--- config.mk ---
export PLATFORM = sky130hd
export DESIGN_NAME = datapath
export DESIGN_NICKNAME = d
export VERILOG_FILES = /design/src/rtl/datapath.sv
export SDC_FILE = /design/constraint.sdc
export NUM_CORES = 2
export LEC_CHECK = 0
export ABC_AREA = 1
export BUFFER_PORTS_ARGS = -buffer_cell sky130_fd_sc_hd__buf_4
export CORE_UTILIZATION = 51
export DETAILED_ROUTE_END_ITERATION = 6
export GPL_ROUTABILITY_DRIVEN = 0
export GPL_TIMING_DRIVEN = 0
export PLACE_DENSITY = 0.72
export REMOVE_ABC_BUFFERS = 1
export SLEW_MARGIN = 20
export SYNTH_ARGS = -nofsm -noshare
export SYNTH_HDL_FRONTEND = slang
export SYNTH_SLANG_ARGS = --single-unit
--- constraint.sdc ---
create_clock -name Clock -period 9.8 [get_ports Clock]
set_clock_uncertainty 0.15 [all_clocks]
set_input_delay 0.98 -clock Clock [delete_from_list [all_inputs] [get_ports Clock]]
set_output_delay 0.98 -clock Clock [all_outputs]
set_load 0.01 [all_outputs]
--- src/rtl/datapath.sv ---
// rtl/datapath.sv - single-bus CPU datapath: bus mux, register file, 64-bit ALU
// Optional macro DATAPATH_HILO_OUT_EN adds HI_Out/LO_Out as lowest-priority bus sources.
module datapath #(
  parameter int WIDTH = 32
) (
  input  logic             Clock,
  input  logic             Clear,
  input  logic [WIDTH-1:0] MData_In,
  input  logic [4:0]       CONTROL,
  input  logic             IncPC,
  input  logic             Read,
  input  logic             PC_Out,
  input  logic             MDR_Out,
  input  logic             ZHI_Out,
  input  logic             ZLO_Out,
  input  logic             R2_Out,
  input  logic             R4_Out,
`ifdef DATAPATH_HILO_OUT_EN
  input  logic             HI_Out,
  input  logic             LO_Out,
`endif
  input  logic             PC_In,
  input  logic             MDR_In,
  input  logic             MAR_In,
  input  logic             IR_In,
  input  logic             Y_In,
  input  logic             ZHI_In,
  input  logic             ZLO_In,
  input  logic             R2_In,
  input  logic             R4_In,
  input  logic             HI_In,
  input  logic             LO_In,
  output logic [WIDTH-1:0] BusMux_Out
);

  localparam int SW = $clog2(WIDTH);
  localparam logic [WIDTH-1:0] ZERO = '0;

  logic [WIDTH-1:0] pc, ir, mar, mdr, r2, r4, y, zhi, zlo, hi, lo;
  logic [WIDTH-1:0] bus;
  logic [2*WIDTH-1:0] alu;
  logic [2*WIDTH-1:0] mul_a, mul_b;
  logic [2*WIDTH-1:0] rot_r, rot_l;
  logic [SW-1:0] sh;

  always_comb begin
    bus = '0;
    if (PC_Out)       bus = pc;
    else if (MDR_Out) bus = mdr;
    else if (ZHI_Out) bus = zhi;
    else if (ZLO_Out) bus = zlo;
    else if (R2_Out)  bus = r2;
    else if (R4_Out)  bus = r4;
`ifdef DATAPATH_HILO_OUT_EN
    else if (HI_Out)  bus = hi;
    else if (LO_Out)  bus = lo;
`endif
  end

  assign BusMux_Out = bus;

  // Sign-extend both operands so the low 2*WIDTH bits of the product are the signed result.
  assign mul_a = {{WIDTH{y[WIDTH-1]}}, y};
  assign mul_b = {{WIDTH{bus[WIDTH-1]}}, bus};
  assign sh    = bus[SW-1:0];
  assign rot_r = {bus, bus} >> sh;
  assign rot_l = {bus, bus} << sh;

  always_comb begin
    alu = '0;
    if (IncPC) begin
      alu = {ZERO, WIDTH'(bus + 1'b1)};
    end else begin
      case (CONTROL)
        5'b00000: alu = {ZERO, y & bus};
        5'b00001: alu = {ZERO, y | bus};
        5'b00010: alu = mul_a * mul_b;
        5'b00011: alu = {ZERO, WIDTH'(y + bus)};
        5'b00100: alu = {ZERO, WIDTH'(y - bus)};
        5'b00101: alu = {ZERO, bus >> sh};
        5'b00110: alu = {ZERO, bus << sh};
        5'b00111: alu = {ZERO, WIDTH'(-bus)};
        5'b01000: alu = {ZERO, ~bus};
        5'b01001: alu = {ZERO, WIDTH'($signed(bus) >>> sh)};
        5'b01010: alu = {ZERO, rot_r[WIDTH-1:0]};
        5'b01011: alu = {ZERO, rot_l[2*WIDTH-1:WIDTH]};
        default:  alu = '0;
      endcase
    end
  end

  always_ff @(posedge Clock) begin
    if (Clear) begin
      pc  <= '0;
      ir  <= '0;
      mar <= '0;
      mdr <= '0;
      r2  <= '0;
      r4  <= '0;
      y   <= '0;
      zhi <= '0;
      zlo <= '0;
      hi  <= '0;
      lo  <= '0;
    end else begin
      if (PC_In)  pc  <= bus;
      if (IR_In)  ir  <= bus;
      if (MAR_In) mar <= bus;
      if (MDR_In) mdr <= Read ? MData_In : bus;
      if (R2_In)  r2  <= bus;
      if (R4_In)  r4  <= bus;
      if (Y_In)   y   <= bus;
      if (ZHI_In) zhi <= alu[2*WIDTH-1:WIDTH];
      if (ZLO_In) zlo <= alu[WIDTH-1:0];
      if (HI_In)  hi  <= bus;
      if (LO_In)  lo  <= bus;
    end
  end

  // IR and MAR (and HI/LO without bus outputs) have no consumer inside this block yet.
`ifdef DATAPATH_HILO_OUT_EN
  logic unused_state;
  assign unused_state = ^{ir, mar};
`else
  logic unused_state;
  assign unused_state = ^{ir, mar, hi, lo};
`endif

endmodule

==> impl_metrics.sql <==
INSERT INTO impl_metrics (metric_group, metric, value, unit) VALUES
('outcome', 'outcome', 'finished with violations', ''),
('outcome', 'failed_checks', 'DRC', ''),
('grt', 'grt_pass1_vias', '53600', ''),
('layout', 'syn2layout_area_growth', '6.64', '%'),
('logic_synthesis', 'seq_area_frac_synth', '7.93', '%'),
('placed_design', 'port-buffer-count', '85', ''),
('sta', 'worst_slew_pin_slew', '1.34', 'ns'),
('sta', 'rsz0062_at_grt', 'true', ''),
('placed_design', 'placed_cells_incl_taps', '8904', ''),
('layout', 'fin_cells', '9004', ''),
('placed_design', 'dp.final_hpwl', '162000', 'um'),
('worst_setup_path', 'path_common_cell', 'sky130_fd_sc_hd__fa_1', ''),
('routing', 'routed-via-count', '55500', ''),
('routing', 'drt_pre_antenna_iters', '7', ''),
('worst_setup_path', 'biggest_fanout_along_the_worst_timing_path', '55', ''),
('clock_network', 'tritoncts', 'built', ''),
('routing', 'post_drt_via_cell_ratio', '6.16', ''),
('floorplanning', 'io_pins', '90', ''),
('grt', 'global_route.overflow_total', '0', ''),
('grt', 'grt_pass1_wl', '326000', 'um'),
('worst_setup_path', 'timing.critical_path.arrival', '10.07', 'ns'),
('floorplanning', 'fp-row-count', '121', ''),
('worst_setup_path', 'cpMaxStageDelayCell', 'sky130_fd_sc_hd__inv_2', ''),
('sta', 'finalSetupViolCount', '0', ''),
('logic_synthesis', 'netlist-cell-type-count', '60', ''),
('clock_network', 'worst_skew_pair.late_latency', '0.62', 'ns'),
('logic_synthesis', 'syn_area_per_cell', '7.32', 'um2'),
('routing', 'number_of_nets_with_antenna_violations_after_detailed_routing', '0', ''),
('sta', 'timing.final.crit_period', '9.75', 'ns'),
('floorplanning', 'fp.dieH', '335', 'um'),
('grt', 'grt_max_degree', '111', ''),
('power', 'irDropWorstVdd', '0.400', 'mV'),
('sta', 'final.setup.tns', '0', 'ns'),
('floorplanning', 'core_area', '109000', 'um2'),
('floorplanning', 'fp.dieArea', '112000', 'um2'),
('logic_synthesis', 'synth_top_cell_by_area', 'sky130_fd_sc_hd__fa_1', ''),
('flow_run', 'maxCapViolCount', '0', ''),
('logic_synthesis', 'fraction_of_synthesized_cell_area_in_xor_and_xnor_cells', '0.805', '%'),
('sta', 'slew-limit-headroom', '10.5', '%'),
('floorplanning', 'initial_utilization', '51.7', '%'),
('sta', 'slew_viol_final', '0', ''),
('power', 'static-leakage-power', '30.1', 'nW'),
('clock_network', 'cts.path.max_buffers', '3', ''),
('logic_synthesis', 'syn-cell-area', '56600', 'um2'),
('sta', 'hold_viol_final', '0', ''),
('worst_setup_path', 'critPathMaxStageDelay', '0.73', 'ns'),
('routing', 'post_drt_wl_per_cell', '24.4', 'um'),
('layout', 'post-route-cell-area', '60300', 'um2'),
('floorplanning', 'die_x', '335', 'um'),
('sta', 'maxClockFrequency', '103', 'MHz'),
('min_path', 'worst_hold_path_type', 'reg2reg', ''),
('logic_synthesis', 'synth_compound_gate_area_share', '9.91', '%'),
('layout', 'layout.nets', '8927', ''),
('sta', 'finalCritPeriodShare', '99.5', '%'),
('logic_synthesis', 'synth_edf_count', '0', ''),
('layout', 'fin_util', '55.1', '%'),
('clock_network', 'worst_setup_hold_path_clk_slew', '0.07', 'ns'),
('sta', 'final.hold.worst_slack', '0.317', 'ns'),
('routing', 'drt-total-wl', '220000', 'um'),
('logic_synthesis', 'synth-simple-area-share', '24.1', '%'),
('logic_synthesis', 'synth_most_common_cell', 'sky130_fd_sc_hd__nand2_1', ''),
('logic_synthesis', 'synth.area.mux_share', '0', '%'),
('logic_synthesis', 'ys_async_sr_fraction', '0', '%'),
('logic_synthesis', 'post_synth_main_area_contributors', 'sky130_fd_sc_hd__fa_1 (38%), sky130_fd_sc_hd__nand2_1 (10%), sky130_fd_sc_hd__inv_1 (9.2%), sky130_fd_sc_hd__dfxtp_1 (7.9%), sky130_fd_sc_hd__ha_1 (6.3%)', ''),
('clock_network', 'tritoncts.num_buffers', '26', ''),
('logic_synthesis', 'yosys_warnings', '0', ''),
('placed_design', 'placed_area', '58400', 'um2'),
('power', 'cellPowerDensity', '248', 'nW/um2'),
('routing', 'detail_route.drc_violations', '169', ''),
('routing', 'initial_drc_count', '8734', ''),
('grt', 'number_of_antenna_violations_at_the_first_check_in_global_routing', '9', '');
-- cell usage in the layout, fill, tap and decap left out, types with 13 or more instances in the layout --
cell                        instances
sky130_fd_sc_hd__o21ai_1           34
sky130_fd_sc_hd__nor2_1           883
sky130_fd_sc_hd__dfxtp_1          204
sky130_fd_sc_hd__nand3_1          622
sky130_fd_sc_hd__ha_1             283
sky130_fd_sc_hd__o21bai_1          15
sky130_fd_sc_hd__inv_2             22
sky130_fd_sc_hd__buf_12            18
sky130_fd_sc_hd__nor3_1            29
sky130_fd_sc_hd__nand2_2           19
sky130_fd_sc_hd__dfxtp_2           20
sky130_fd_sc_hd__o22ai_1           17
sky130_fd_sc_hd__o221ai_1          19
sky130_fd_sc_hd__or2_2             51
sky130_fd_sc_hd__a21oi_1          399
sky130_fd_sc_hd__buf_16            22
sky130_fd_sc_hd__xor2_1            32
sky130_fd_sc_hd__clkbuf_16         27
sky130_fd_sc_hd__o211ai_1         141
sky130_fd_sc_hd__o21ai_0          244
sky130_fd_sc_hd__buf_4            118
sky130_fd_sc_hd__fa_1            1078
sky130_fd_sc_hd__nand2_8           13
sky130_fd_sc_hd__a21boi_0          13
sky130_fd_sc_hd__xnor2_1           20
sky130_fd_sc_hd__a31oi_1           21
sky130_fd_sc_hd__nand2_1         1548
sky130_fd_sc_hd__nand2_4           15
sky130_fd_sc_hd__nand4_1           35
sky130_fd_sc_hd__inv_1           1350
-- path summary, 6_finish.rpt --
| kind | slack [ns] | cells after the start | end | from |
|---|---|---|---|---|
| setup / recovery | 0.05 | 32 | zlo[24] | ZLO_Out |
| hold reg to reg | 0.32 | 2 | mdr[16] | mdr[16] |
| hold / removal | 0.32 | 2 | mdr[16] | mdr[16] |
| setup reg to reg | 0.10 | 24 | zhi[15] | y[22] |
-- flip-flops by register name, summed over array words and instances (netlist names) --
name / count
r2: 32
mdr: 32
zlo: 32
zhi: 32
y: 32
r4: 32
pc: 32
-- through the flow --
stage | power [mW] | worst slack, ns
detailed placement | 13.1 | -2.32
CTS | 14.4 | -0.113
global route | 16.2 | -0.0686
finish | 15.0 | 0.0492
global placement | 12.8 | -7.06
floorplan | 9.48 | -2.32
-- critical path: cells and delay by family --
kind	cells	cell delay (ns)
xor+xnor	1	0.21
compound gates	4	1.04
simple gates	12	2.14
buf+inv	6	1.40
fa+ha+maj	9	4.19
-- cells by family (layout without fill, tap and decap cells) --
family | after synthesis | count (layout)
adders and majority gates | 1367 | 1367
and+or+nand+nor | 3270 | 3276
xor gates and xnor gates | 52 | 52
buffers and inverters | 1844 | 1633
DFF | 224 | 224
other | 0 | 7
AOI/OAI and AO/OA | 968 | 969
-- timing repair --
item	4_1_cts	5_1_grt
pin swaps	2	12
setup endpoints to repair	50	43
buffers inserted	10	27
cloned	1	8
resized for setup	49	89
-- area by class of cell --
cell class / instances / area, um2
Clock inverter: 12 / 255
Timing Repair inverter: 1 / 7.51
Sequential cell: 224 / 4510
Antenna cell: 7 / 17.5
Clock buffer: 35 / 754
Multi-Input combinational cell: 5664 / 45400
Timing Repair Buffer: 165 / 1950
Tap cell: 1476 / 1850
Inverter: 1420 / 5580
Fill cell: 10200 / 49100
-- report_power, final --
group / switching (mW) / internal [mW] / leakage, nW
clock network: 0.476 / 0.705 / 0.489
registers: 0.128 / 0.970 / 1.85
logic: 8.18 / 4.51 / 27.7
-- metal layers --
layer,vias up,GRT usage [%],wire length (um)
li1,23300,-,-
met3,1112,13.3,34400
met5,-,0.0434,103
met1,26700,48.5,76000
met2,4295,56.5,90500
met4,12,25.2,18900
(Power assumes the default switching activity.)
